File: src/rtl/game_controller.sv
// game_controller: falling-letter game FSM with score, level, fall_tick pacing and col_reset pulses.
// Define GAME_LIVES_EN for multi-life play; when undefined, any game_over pulse ends the game.
module game_controller #(
   parameter int NUM_COLS    = 3,
   parameter int SCORE_W     = 8,
   parameter int START_LIVES = 3,
   parameter int LEVEL_STEP  = 10,
   parameter int MAX_LEVEL   = 7,
   parameter int BASE_TICKS  = 25000000
) (
   input  logic                clock,
   input  logic                reset_signal,
   input  logic                start,
   input  logic [NUM_COLS-1:0] correct,
   input  logic [NUM_COLS-1:0] game_over,
   output logic [NUM_COLS-1:0] col_reset,
   output logic [SCORE_W-1:0]  score,
   output logic [3:0]          lives,
   output logic [3:0]          level,
   output logic                fall_tick,
   output logic [1:0]          state
);
   typedef enum logic [1:0] {IDLE = 2'd0, PLAY = 2'd1, OVER = 2'd2} state_t;
   localparam int TW = $clog2(BASE_TICKS + 1);
   localparam logic [SCORE_W-1:0] SCORE_MAX = '1;
   state_t cur, nxt;
   logic start_q, lost, tick, enter;
   logic [NUM_COLS-1:0] hit;
   logic [SCORE_W:0] sum;
   logic [SCORE_W-1:0] score_n;
   logic [3:0] level_n;
   logic [TW-1:0] cnt, per, per_n;
   int q;
   assign state = cur;
   assign enter = cur != PLAY && nxt == PLAY;
`ifdef GAME_LIVES_EN
   logic [3:0] lives_n;
   assign lives_n = (lives > 4'($countones(game_over))) ? lives - 4'($countones(game_over)) : 4'd0;
   assign lost = (|game_over) && lives_n == 4'd0;
   always_ff @(posedge clock)
      if (reset_signal || enter) lives <= 4'(START_LIVES);
      else if (cur == PLAY) lives <= lives_n;
`else
   assign lost = |game_over;
   assign lives = 4'(START_LIVES);
`endif
   // a column hit by game_over in the same cycle scores nothing
   always_comb begin
      hit = correct & ~game_over;
      sum = {1'b0, score} + (SCORE_W+1)'($countones(hit));
      score_n = (sum > {1'b0, SCORE_MAX}) ? SCORE_MAX : sum[SCORE_W-1:0];
      q = 32'(score_n) / LEVEL_STEP;
      level_n = (q > MAX_LEVEL) ? 4'(MAX_LEVEL) : 4'(q);
      per_n = ((BASE_TICKS >> level_n) == 0) ? TW'(1) : TW'(BASE_TICKS >> level_n);
      tick = cnt == per - TW'(1);
      nxt = (cur == IDLE && start) ? PLAY :
            (cur == PLAY && lost) ? OVER :
            (cur == OVER && start && !start_q) ? IDLE : cur;
   end
   // the new period only takes effect when the running count completes
   always_ff @(posedge clock) begin
      if (reset_signal) begin
         cur       <= IDLE;
         start_q   <= 1'b0;
         score     <= '0;
         level     <= '0;
         fall_tick <= 1'b0;
         col_reset <= '1;
         cnt       <= '0;
         per       <= TW'(BASE_TICKS);
      end else begin
         cur       <= nxt;
         start_q   <= start;
         col_reset <= (nxt != PLAY) ? '1 : (cur == PLAY) ? (correct | game_over) : '0;
         fall_tick <= cur == PLAY && nxt == PLAY && tick;
         if (enter) begin
            score <= '0;
            level <= '0;
            cnt   <= '0;
            per   <= TW'(BASE_TICKS);
         end else if (cur == PLAY) begin
            score <= score_n;
            level <= level_n;
            cnt   <= tick ? '0 : cnt + TW'(1);
            per   <= tick ? per_n : per;
         end
      end
   end
endmodule

File: config.mk
export PLATFORM = sky130hd
export DESIGN_NAME = game_controller
export DESIGN_NICKNAME = d
export VERILOG_FILES = /design/src/rtl/game_controller.sv
export SDC_FILE = /design/constraint.sdc
export NUM_CORES = 1
export LEC_CHECK = 0
export BUFFER_PORTS_ARGS = -buffer_cell sky130_fd_sc_hd__buf_2
export CAP_MARGIN = 10
export CORE_UTILIZATION = 55
export DETAILED_ROUTE_END_ITERATION = 12
export GPL_TIMING_DRIVEN = 0
export HOLD_SLACK_MARGIN = 0.02
export PLACE_DENSITY = 0.73
export SLEW_MARGIN = 10
export SYNTH_ARGS = -nofsm -noshare
export SYNTH_HDL_FRONTEND = slang
export SYNTH_SLANG_ARGS = --single-unit
File: constraint.sdc
create_clock -name clock -period 7.11 [get_ports clock]
set_input_delay 1.0665 -clock clock [delete_from_list [all_inputs] [get_ports clock]]
set_output_delay 1.0665 -clock clock [all_outputs]
set_load 0.005 [all_outputs]
==> metrics, run 1 <==
crit path max-delay cell type=fa_1; Pwr Density=146 nW/um^2; post-synthesis sequential area ratio=28.3%; hold buffer count at cts=0; Pre-antenna DRT Iters=5; Distinct cells, synth=83; synthesized area=4890 um^2; CP Buf/Inv Count=6; post-synthesis instance total=629; maximum clock path buffer count=2; ys flop type=dfxtp_1; mux share of post-synthesis cell area=1.77%; Fmax=147 MHz; Synth Area in XOR/XNOR=11.0%; clk sinks=69; worst hold slack=0.487 ns; DP HPWL=10300 um; Via-to-Cell Ratio=6.27; Crit path max-delay family=compound AO/OA/AOI/OAI gates; Core Util, Final=61.8%; number of flops mapped to enable cells by yosys=0; WL/cell=17.4 um; Setup crit start kind=input port; core box area=8680 um^2; vias in the first global route=4181; total global routing overflow=0; Diodes inserted=0; MaxCap Viol Count=0; residual DRC count=0; CP most frequent cell=ha_1; total track usage=29.8%; filler instances=814; die height=96.3 um; post-synthesis compound-gate area fraction=20.9%; max-slew violation count=0; fin crit share=95.4%; H-tree depth=3; main combinational cell family by area after synthesis=simple AND/OR/NAND/NOR gates; Setup Skew=0.00824 ns; Clock Latency Late Sink=0.35 ns; Worst IR Drop VDD=0.0702 mV; Worst Hold Class=flip-flop to flip-flop; Worst-Margin Slew=0.981 ns; synthesized area per cell=7.77 um^2; clk slew on worst S/H paths=0.07 ns; WS Path Type=input port to flip-flop; Period minus WS final=6.78 ns; CTS tree=yes; Initial Utilization=56.3%; post-synthesis adder-cell area fraction=2.61%; crit path DAT=7.03 ns; first-pass GRT wire length=20800 um; pin count of the biggest net entering global routing=12; Leakage=2.05 nW; final wirelength=13600 um; synth warn=0; run status=finished, final reports clean; DRT iter0 DRCs=374; cts bufs inserted=9; Root Buffer=clkbuf_8; CP peak stage delay=0.51 ns; Finish-stage setup viols=0; Crit Path Max Fanout=10; PortBufs=26; antenna-violating nets left=0; RePlAce Congestion=0.883; ys async rst share=0%; Crit path required time=7.36 ns; Die Area=9260 um^2; Seq cells post-synth=69; Synth Area in Simple Gates=29.5%; Post-CTS Setup Repair Bufs=0; I/O pin count=31; Post-CTS Resized=0; overall via count from detail_route=4894; Relative slew margins=34.0%; Final nets=686; Area growth, synth to finish=9.81%; die width=96.3 um; share of layout cells above drive strength 1=11.8%; initial antenna violation count=0; row count=34; Final Hold Viols=0; CP Capture Type=flip-flop
## through the flow
| step | setup TNS (ns) | instance area, um^2 | total power (W) | instances | setup WS (ns) |
|---|---|---|---|---|---|
| 3_3_place_gp | -1.08 | 5160 | 0.000480 | 765 | -0.204 |
| 5_1_grt | -0.0324 | 5370 | 0.000808 | 780 | -0.0228 |
| 6_report | 0 | 5370 | 0.000782 | 780 | 0.326 |
| 2_1_floorplan | 0 | 4890 | 0.000452 | 631 | 0.587 |
| 4_1_cts | 0 | 5340 | 0.000783 | 780 | 0.0884 |
| 3_5_place_dp | -2.70 | 5160 | 0.000481 | 765 | -0.286 |
## cell usage after synthesis, types with 3 or more instances
| library cell | number | share of area (%) |
|---|---|---|
| nand4_1 | 12 | 1.5 |
| buf_4 | 6 | 0.92 |
| and4_1 | 4 | 0.72 |
| nor2b_1 | 6 | 0.77 |
| and3_1 | 14 | 1.8 |
| a21oi_1 | 27 | 2.8 |
| buf_2 | 5 | 0.51 |
| ha_1 | 7 | 1.8 |
| o31ai_1 | 4 | 0.61 |
| mux2_2 | 3 | 0.69 |
| nor3_1 | 25 | 2.6 |
| a31o_2 | 3 | 0.54 |
| nand3_1 | 31 | 3.2 |
| xor2_1 | 27 | 4.8 |
| a31oi_1 | 9 | 1.2 |
| mux2i_1 | 3 | 0.61 |
| a211oi_1 | 11 | 1.7 |
| o21ai_1 | 3 | 0.31 |
| nor2_1 | 83 | 6.4 |
| nand4b_1 | 5 | 0.90 |
| nor4_1 | 11 | 1.4 |
| xnor2_1 | 32 | 5.7 |
| nand2b_1 | 8 | 1.0 |
| dfxtp_1 | 69 | 28 |
| a211o_1 | 5 | 0.90 |
| o22ai_1 | 4 | 0.51 |
| a32o_1 | 3 | 0.61 |
| buf_6 | 4 | 0.92 |
| o21ai_0 | 25 | 2.6 |
| or2_2 | 4 | 0.51 |
| nand2_1 | 49 | 3.8 |
| a21o_1 | 5 | 0.77 |
| and2_1 | 4 | 0.51 |
| or3_1 | 7 | 0.90 |
| nand3b_1 | 4 | 0.61 |
| inv_1 | 15 | 1.2 |
| clkbuf_1 | 28 | 2.2 |
## metal layers
metal,GRT usage (%),wire [um]
met5,0,0
met1,36.2,5910
met2,49.1,6390
met3,4.98,616
met4,18.4,651
## cell type report
type | count | area [um^2] | area share, %
clock inverter | 4 | 50.0 | 0.933
inverter | 15 | 56.3 | 1.05
multi-input combinational | 503 | 3250 | 60.7
tap | 108 | 135 | 2.52
sequential | 69 | 1380 | 25.7
timing repair buffer | 26 | 130 | 2.43
clock buffer | 11 | 131 | 2.45
buffer | 44 | 226 | 4.22
## path summary, 6_finish.rpt
check / startpoint / end / slack [ns] / cells after the start
max: correct[0] / per[9] / 0.33 / 28
min: level[3] / level[3] / 0.49 / 1
max reg2reg: score[0] / per[9] / 0.92 / 26
min reg2reg: level[3] / level[3] / 0.49 / 1
## cells in the final DEF (no fill, tap or decap), types with 5 or more instances in the layout
master	Yosys	layout
nor2_1	83	83
dfxtp_1	69	69
nand2_1	49	49
xnor2_1	32	32
nand3_1	31	31
buf_2	5	30
clkbuf_1	28	30
a21oi_1	27	27
xor2_1	27	27
o21ai_0	25	25
nor3_1	25	25
inv_1	15	15
and3_1	14	14
nand4_1	12	12
a211oi_1	11	11
nor4_1	11	11
a31oi_1	9	9
clkbuf_8	0	9
nand2b_1	8	8
or3_1	7	7
ha_1	7	7
buf_4	6	6
nor2b_1	6	6
a21o_1	5	5
nand4b_1	5	5
a211o_1	5	5
## kinds of logic (layout without fill, tap and decap cells)
logic type               after synthesis  count (layout)
AND/OR/NAND/NOR                      282             282
other                                  2               4
multiplexers                           7               7
adder cells (fa/ha/maj)                9               9
buffers and inverters                 59             100
flip-flops                            69              69
AO/OA/AOI/OAI                        141             141
XOR/XNOR                              60              60
## sequential cells by signal, indices dropped and copies added, names as in the netlist
signal     flops
level          4
cnt           25
fall_tick      1
score          8
per           25
start_q        1
col_reset      3
state          2
## report_power, final
| group | total, W | internal, W | switching (W) |
|---|---|---|---|
| registers | 0.000399 | 0.000393 | 0.00000612 |
| clock network | 0.000308 | 0.000160 | 0.000148 |
| logic | 0.0000744 | 0.0000259 | 0.0000485 |
No activity file was read; power rests on OpenSTA's default activity.
==> run 2, diff against run 1 <==
--- a/config.mk
+++ b/config.mk
@@ -7,7 +7,9 @@
 export LEC_CHECK = 0
 export BUFFER_PORTS_ARGS = -buffer_cell sky130_fd_sc_hd__buf_2
 export CAP_MARGIN = 10
+export CORE_MARGIN = 2
 export CORE_UTILIZATION = 55
+export CTS_CLUSTER_SIZE = 14
 export DETAILED_ROUTE_END_ITERATION = 12
 export GPL_TIMING_DRIVEN = 0
 export HOLD_SLACK_MARGIN = 0.02
==> metrics, run 2 (synthesis results as in run 1) <==
filler instances=846; Final Hold Viols=0; antenna-violating nets left=0; run status=finished, final reports clean; row count=34; total negative slack=0 ns; RePlAce Congestion=0.930; total global routing overflow=0; Via-to-Cell Ratio=6.12; Worst-Margin Slew=0.873 ns; Area growth, synth to finish=10.6%; share of layout cells above drive strength 1=12.3%; Relative slew margins=41.2%; biggest regs=cnt x25, per x25, score x8; Setup Skew=0.0134 ns; Final nets=687; Initial Utilization=56.3%; Finish-stage setup viols=0; Clock Latency Late Sink=0.35 ns; Period minus WS final=6.72 ns; fin crit share=94.6%; maximum clock path buffer count=2; total track usage=28.1%; Leakage=2.06 nW; die width=98.3 um; CTS tree=yes; residual DRC count=0; Fmax=149 MHz; WS Path Type=input port to flip-flop; CP Capture Type=flip-flop; vias in the first global route=4528; Worst IR Drop VDD=0.0765 mV; die height=98.3 um; max-slew violation count=0; PortBufs=26; most frequent cells in the layout=nor2_1, dfxtp_1, nand2_1; Pwr Density=154 nW/um^2; Root Buffer=clkbuf_8; DRT iter0 DRCs=304; post-route cell area=5400 um^2; final wirelength=13300 um; hold depth=1; most common cell after layout, fill and taps aside=nor2_1; initial antenna violation count=0; first-pass GRT wire length=22200 um; overall via count from detail_route=4788; pin count of the biggest net entering global routing=13; Diodes inserted=0; cts bufs inserted=9; Worst Hold Class=flip-flop to flip-flop; core box area=8680 um^2; crit path DAT=6.94 ns; WL/cell=17.0 um; DP Area=5160 um^2; H-tree depth=3; RSZ-0062 raised after global routing=no; FF-to-FF setup slack=0.96 ns; I/O pin count=31; Crit Path Max Fanout=8; FF-to-FF path depth=25; clk slew on worst S/H paths=0.08 ns; DP HPWL=10200 um; clk sinks=69; MaxCap Viol Count=0; Die Area=9650 um^2; Pre-antenna DRT Iters=5; Crit path required time=7.32 ns; Setup crit start kind=input port
## run 2: cell types whose count changed in the layout (fill, tap and decap cells not counted), sizes merged
cell,delta
buf,+2
clkbuf,-1
bufinv,+1
## run 2: path summary, 6_finish.rpt
kind                                  to       start
worst max-delay path             per[19]  correct[0]
worst max register to register   per[19]    score[0]
worst min-delay path            level[3]    level[3]
worst min register to register  level[3]    level[3]
## run 2: per-stage QoR
step                      util, %  worst slack (ns)  hold WS [ns]  total power (W)  cells
after detailed placement     59.4            -0.285         0.473         0.000481    765
after CTS                    62.0            0.0656         0.486         0.000835    781
after global placement       59.4            -0.216         0.465         0.000480    765
after global routing         62.2            0.0285         0.500         0.000861    782
after floorplan                 -             0.587         0.457         0.000452    631
final                        62.2             0.386         0.483         0.000834    782
## run 2: worst max-delay path: stages
cell	delay (ns)
buf_2	0.10
nor2b_1	0.14
fa_1	0.50
ha_1	0.20
inv_1	0.08
fa_2	0.43
and3b_1	0.27
buf_6	0.15
mux2_2	0.37
o21ai_2	0.19
inv_1	0.06
ha_1	0.30
o21ba_2	0.26
or3_1	0.33
buf_6	0.15
o31ai_2	0.33
ha_1	0.24
nand4b_1	0.14
a311oi_2	0.29
nor2_1	0.09
nand4bb_1	0.10
buf_2	0.21
a221oi_2	0.10
or3_1	0.37
buf_6	0.15
a211oi_1	0.23
o21ai_1	0.10
## run 2: what timing repair did
item	CTS	global route
endpoints found under the setup margin	0	23
resized for setup	0	3
hold buffers	0	0
buffers inserted	0	1
## run 2: final cells by class
cell class              count  area [um^2]  share of cell area (%)
clock inverters             5         83.8                    1.55
multi-input cells         503         3240                    60.0
plain buffers              44          224                    4.15
clock buffers              11          141                    2.62
inverters                  15         56.3                    1.04
repair buffers             27          138                    2.55
well taps                 108          135                    2.50
flip-flops and latches     69         1380                    25.6
## run 2: report_power, final
group	total, W	switching, W	leakage [nW]	internal [W]
registers	0.000399	0.00000576	0.558	0.000393
logic	0.0000746	0.0000483	1.40	0.0000262
clock network	0.000360	0.000153	0.106	0.000208
total	0.000834	0.000207	2.06	0.000627
## run 2: metal layers
layer | part of all wire [%] | GRT usage [%] | wire length, um
met1 | 45 | 36.2 | 5960
met2 | 49 | 48.1 | 6590
met3 | 4.0 | 3.22 | 527
met4 | 1.8 | 11.3 | 242
met5 | 0 | 0 | 0
==> run 3, diff against run 2 <==
--- a/config.mk
+++ b/config.mk
@@ -7,13 +7,15 @@
 export LEC_CHECK = 0
 export BUFFER_PORTS_ARGS = -buffer_cell sky130_fd_sc_hd__buf_2
 export CAP_MARGIN = 10
+export CELL_PAD_IN_SITES_DETAIL_PLACEMENT = 0
+export CELL_PAD_IN_SITES_GLOBAL_PLACEMENT = 1
 export CORE_MARGIN = 2
-export CORE_UTILIZATION = 55
+export CORE_UTILIZATION = 46
 export CTS_CLUSTER_SIZE = 14
 export DETAILED_ROUTE_END_ITERATION = 12
 export GPL_TIMING_DRIVEN = 0
 export HOLD_SLACK_MARGIN = 0.02
-export PLACE_DENSITY = 0.73
+export PLACE_DENSITY_LB_ADDON = 0.1
 export SLEW_MARGIN = 10
 export SYNTH_ARGS = -nofsm -noshare
 export SYNTH_HDL_FRONTEND = slang
==> metrics, run 3 (synthesis results as in run 1) <==
most frequent cells in the layout=nor2_1, dfxtp_1, nand2_1; hold buffer count at cts=0; Period minus WS final=6.76 ns; Clock Latency Late Sink=0.37 ns; switching portion of total power=26.7%; Crit path required time=7.41 ns; Setup crit start kind=input port; Relative slew margins=40.6%; Pint=0.000600 W; H-tree depth=3; sw power=0.000219 W; met2 Usage GRT=35.9%; row count=37; most common cell after layout, fill and taps aside=nor2_1; Crit Path Max Fanout=8; CP peak stage delay=0.51 ns; DP Area=5190 um^2; pin count of the biggest net entering global routing=13; crit path max-delay cell type=fa_1; cts bufs inserted=9; overall via count from detail_route=4809; Gate power share=9.4%; PortBufs=26; RSZ-0062 raised after global routing=no; dpl cells=793; clk slew on worst S/H paths=0.08 ns; FF-to-FF path depth=25; CTS tree=yes; total track usage=26.1%; final wirelength=14300 um; sequential power share=48.7%; initial antenna violation count=0; clock share of power=42.0%; Fmax=148 MHz; Worst IR Drop VDD=0.0970 mV; Via-to-Cell Ratio=5.94; Finish-stage setup viols=0; CP Capture Type=flip-flop; Pre-antenna DRT Iters=5; Leakage=2.07 nW; total global routing overflow=0; die width=107 um; Final Hold Viols=0; Pwr Density=151 nW/um^2; met3 usage=7.36%; residual DRC count=0; post-route cell area=5440 um^2; core box area=10300 um^2; Final Instance Count excl. Fillers=810; M1 GR Usage=39.4%; fin crit share=95.0%; biggest regs=cnt x25, per x25, score x8; maximum clock path buffer count=2; max-slew violation count=0; FF-to-FF setup slack=0.90 ns; Worst Hold Class=flip-flop to flip-flop; hold depth=1; Initial Utilization=47.3%; first-pass GRT wire length=23300 um; WL/cell=17.7 um; CP most frequent cell=ha_1; WS Path Type=input port to flip-flop; Worst-Margin Slew=0.883 ns; antenna-violating nets left=0; RePlAce Congestion=0.961; DP HPWL=10900 um; Die Area=11500 um^2; Setup WS post-layout=0.354 ns; Core Util, Final=52.7%; crit path DAT=7.05 ns; Final nets=687; I/O pin count=31; Setup Skew=0.00528 ns; Root Buffer=clkbuf_8; GR peak layer=met1; worst hold slack=0.486 ns; Diodes inserted=0; vias in the first global route=4411; run status=finished, final reports clean; pre-CTS setup slack=-0.418 ns; filler instances=1029; DRT iter0 DRCs=423; share of layout cells above drive strength 1=12.6%; Area growth, synth to finish=11.3%; MaxCap Viol Count=0; die height=107 um; clk sinks=69
-- run 3: power by group through the flow --
stage / logic, W / registers, W / clock network [W]
4_1_cts: 0.0000758 / 0.000398 / 0.000351
6_report: 0.0000767 / 0.000398 / 0.000344
2_1_floorplan: 0.0000452 / 0.000407 / 0
3_3_place_gp: 0.0000743 / 0.000408 / 0
5_1_grt: 0.0000842 / 0.000400 / 0.000367
3_5_place_dp: 0.0000750 / 0.000408 / 0
-- run 3: worst max-delay path: cells and delay by family --
kind            cells  cell delay, ns
mux                 2            0.69
compound gates      5            1.21
buf+inv             7            0.92
fa+ha+maj           5            1.66
simple gates        8            1.49
-- run 3: what timing repair did --
item,4_1_cts,5_1_grt
pin swaps,0,2
endpoints found under the setup margin,1,21
setup buffers,0,1
resized for setup,1,6
-- run 3: area by class of cell --
type / count / area [um^2] / area share, %
tap: 136 / 170 / 3.13
timing repair buffer: 27 / 138 / 2.53
clock inverter: 5 / 58.8 / 1.08
multi-input combinational: 503 / 3250 / 59.8
sequential: 69 / 1380 / 25.4
clock buffer: 11 / 151 / 2.78
buffer: 44 / 229 / 4.21
inverter: 15 / 56.3 / 1.04
-- run 3: through the flow --
stage	power, W	setup TNS [ns]
after floorplan	0.000452	0
after global placement	0.000482	-2.77
after detailed placement	0.000483	-4.25
after CTS	0.000825	0
after global routing	0.000851	0
final	0.000819	0
-- run 3: path summary, 6_finish.rpt --
path,from,to
setup reg to reg,score[0],per[23]
hold reg to reg,level[3],level[3]
setup / recovery,correct[0],per[23]
hold / removal,level[3],level[3]
-- run 3: layer usage --
| layer | vias up | routed length, um |
|---|---|---|
| li1 | 2352 | - |
| met1 | 2289 | 7290 |
| met2 | 151 | 5820 |
| met3 | 17 | 1030 |
| met4 | 0 | 178 |
| met5 | - | 0 |
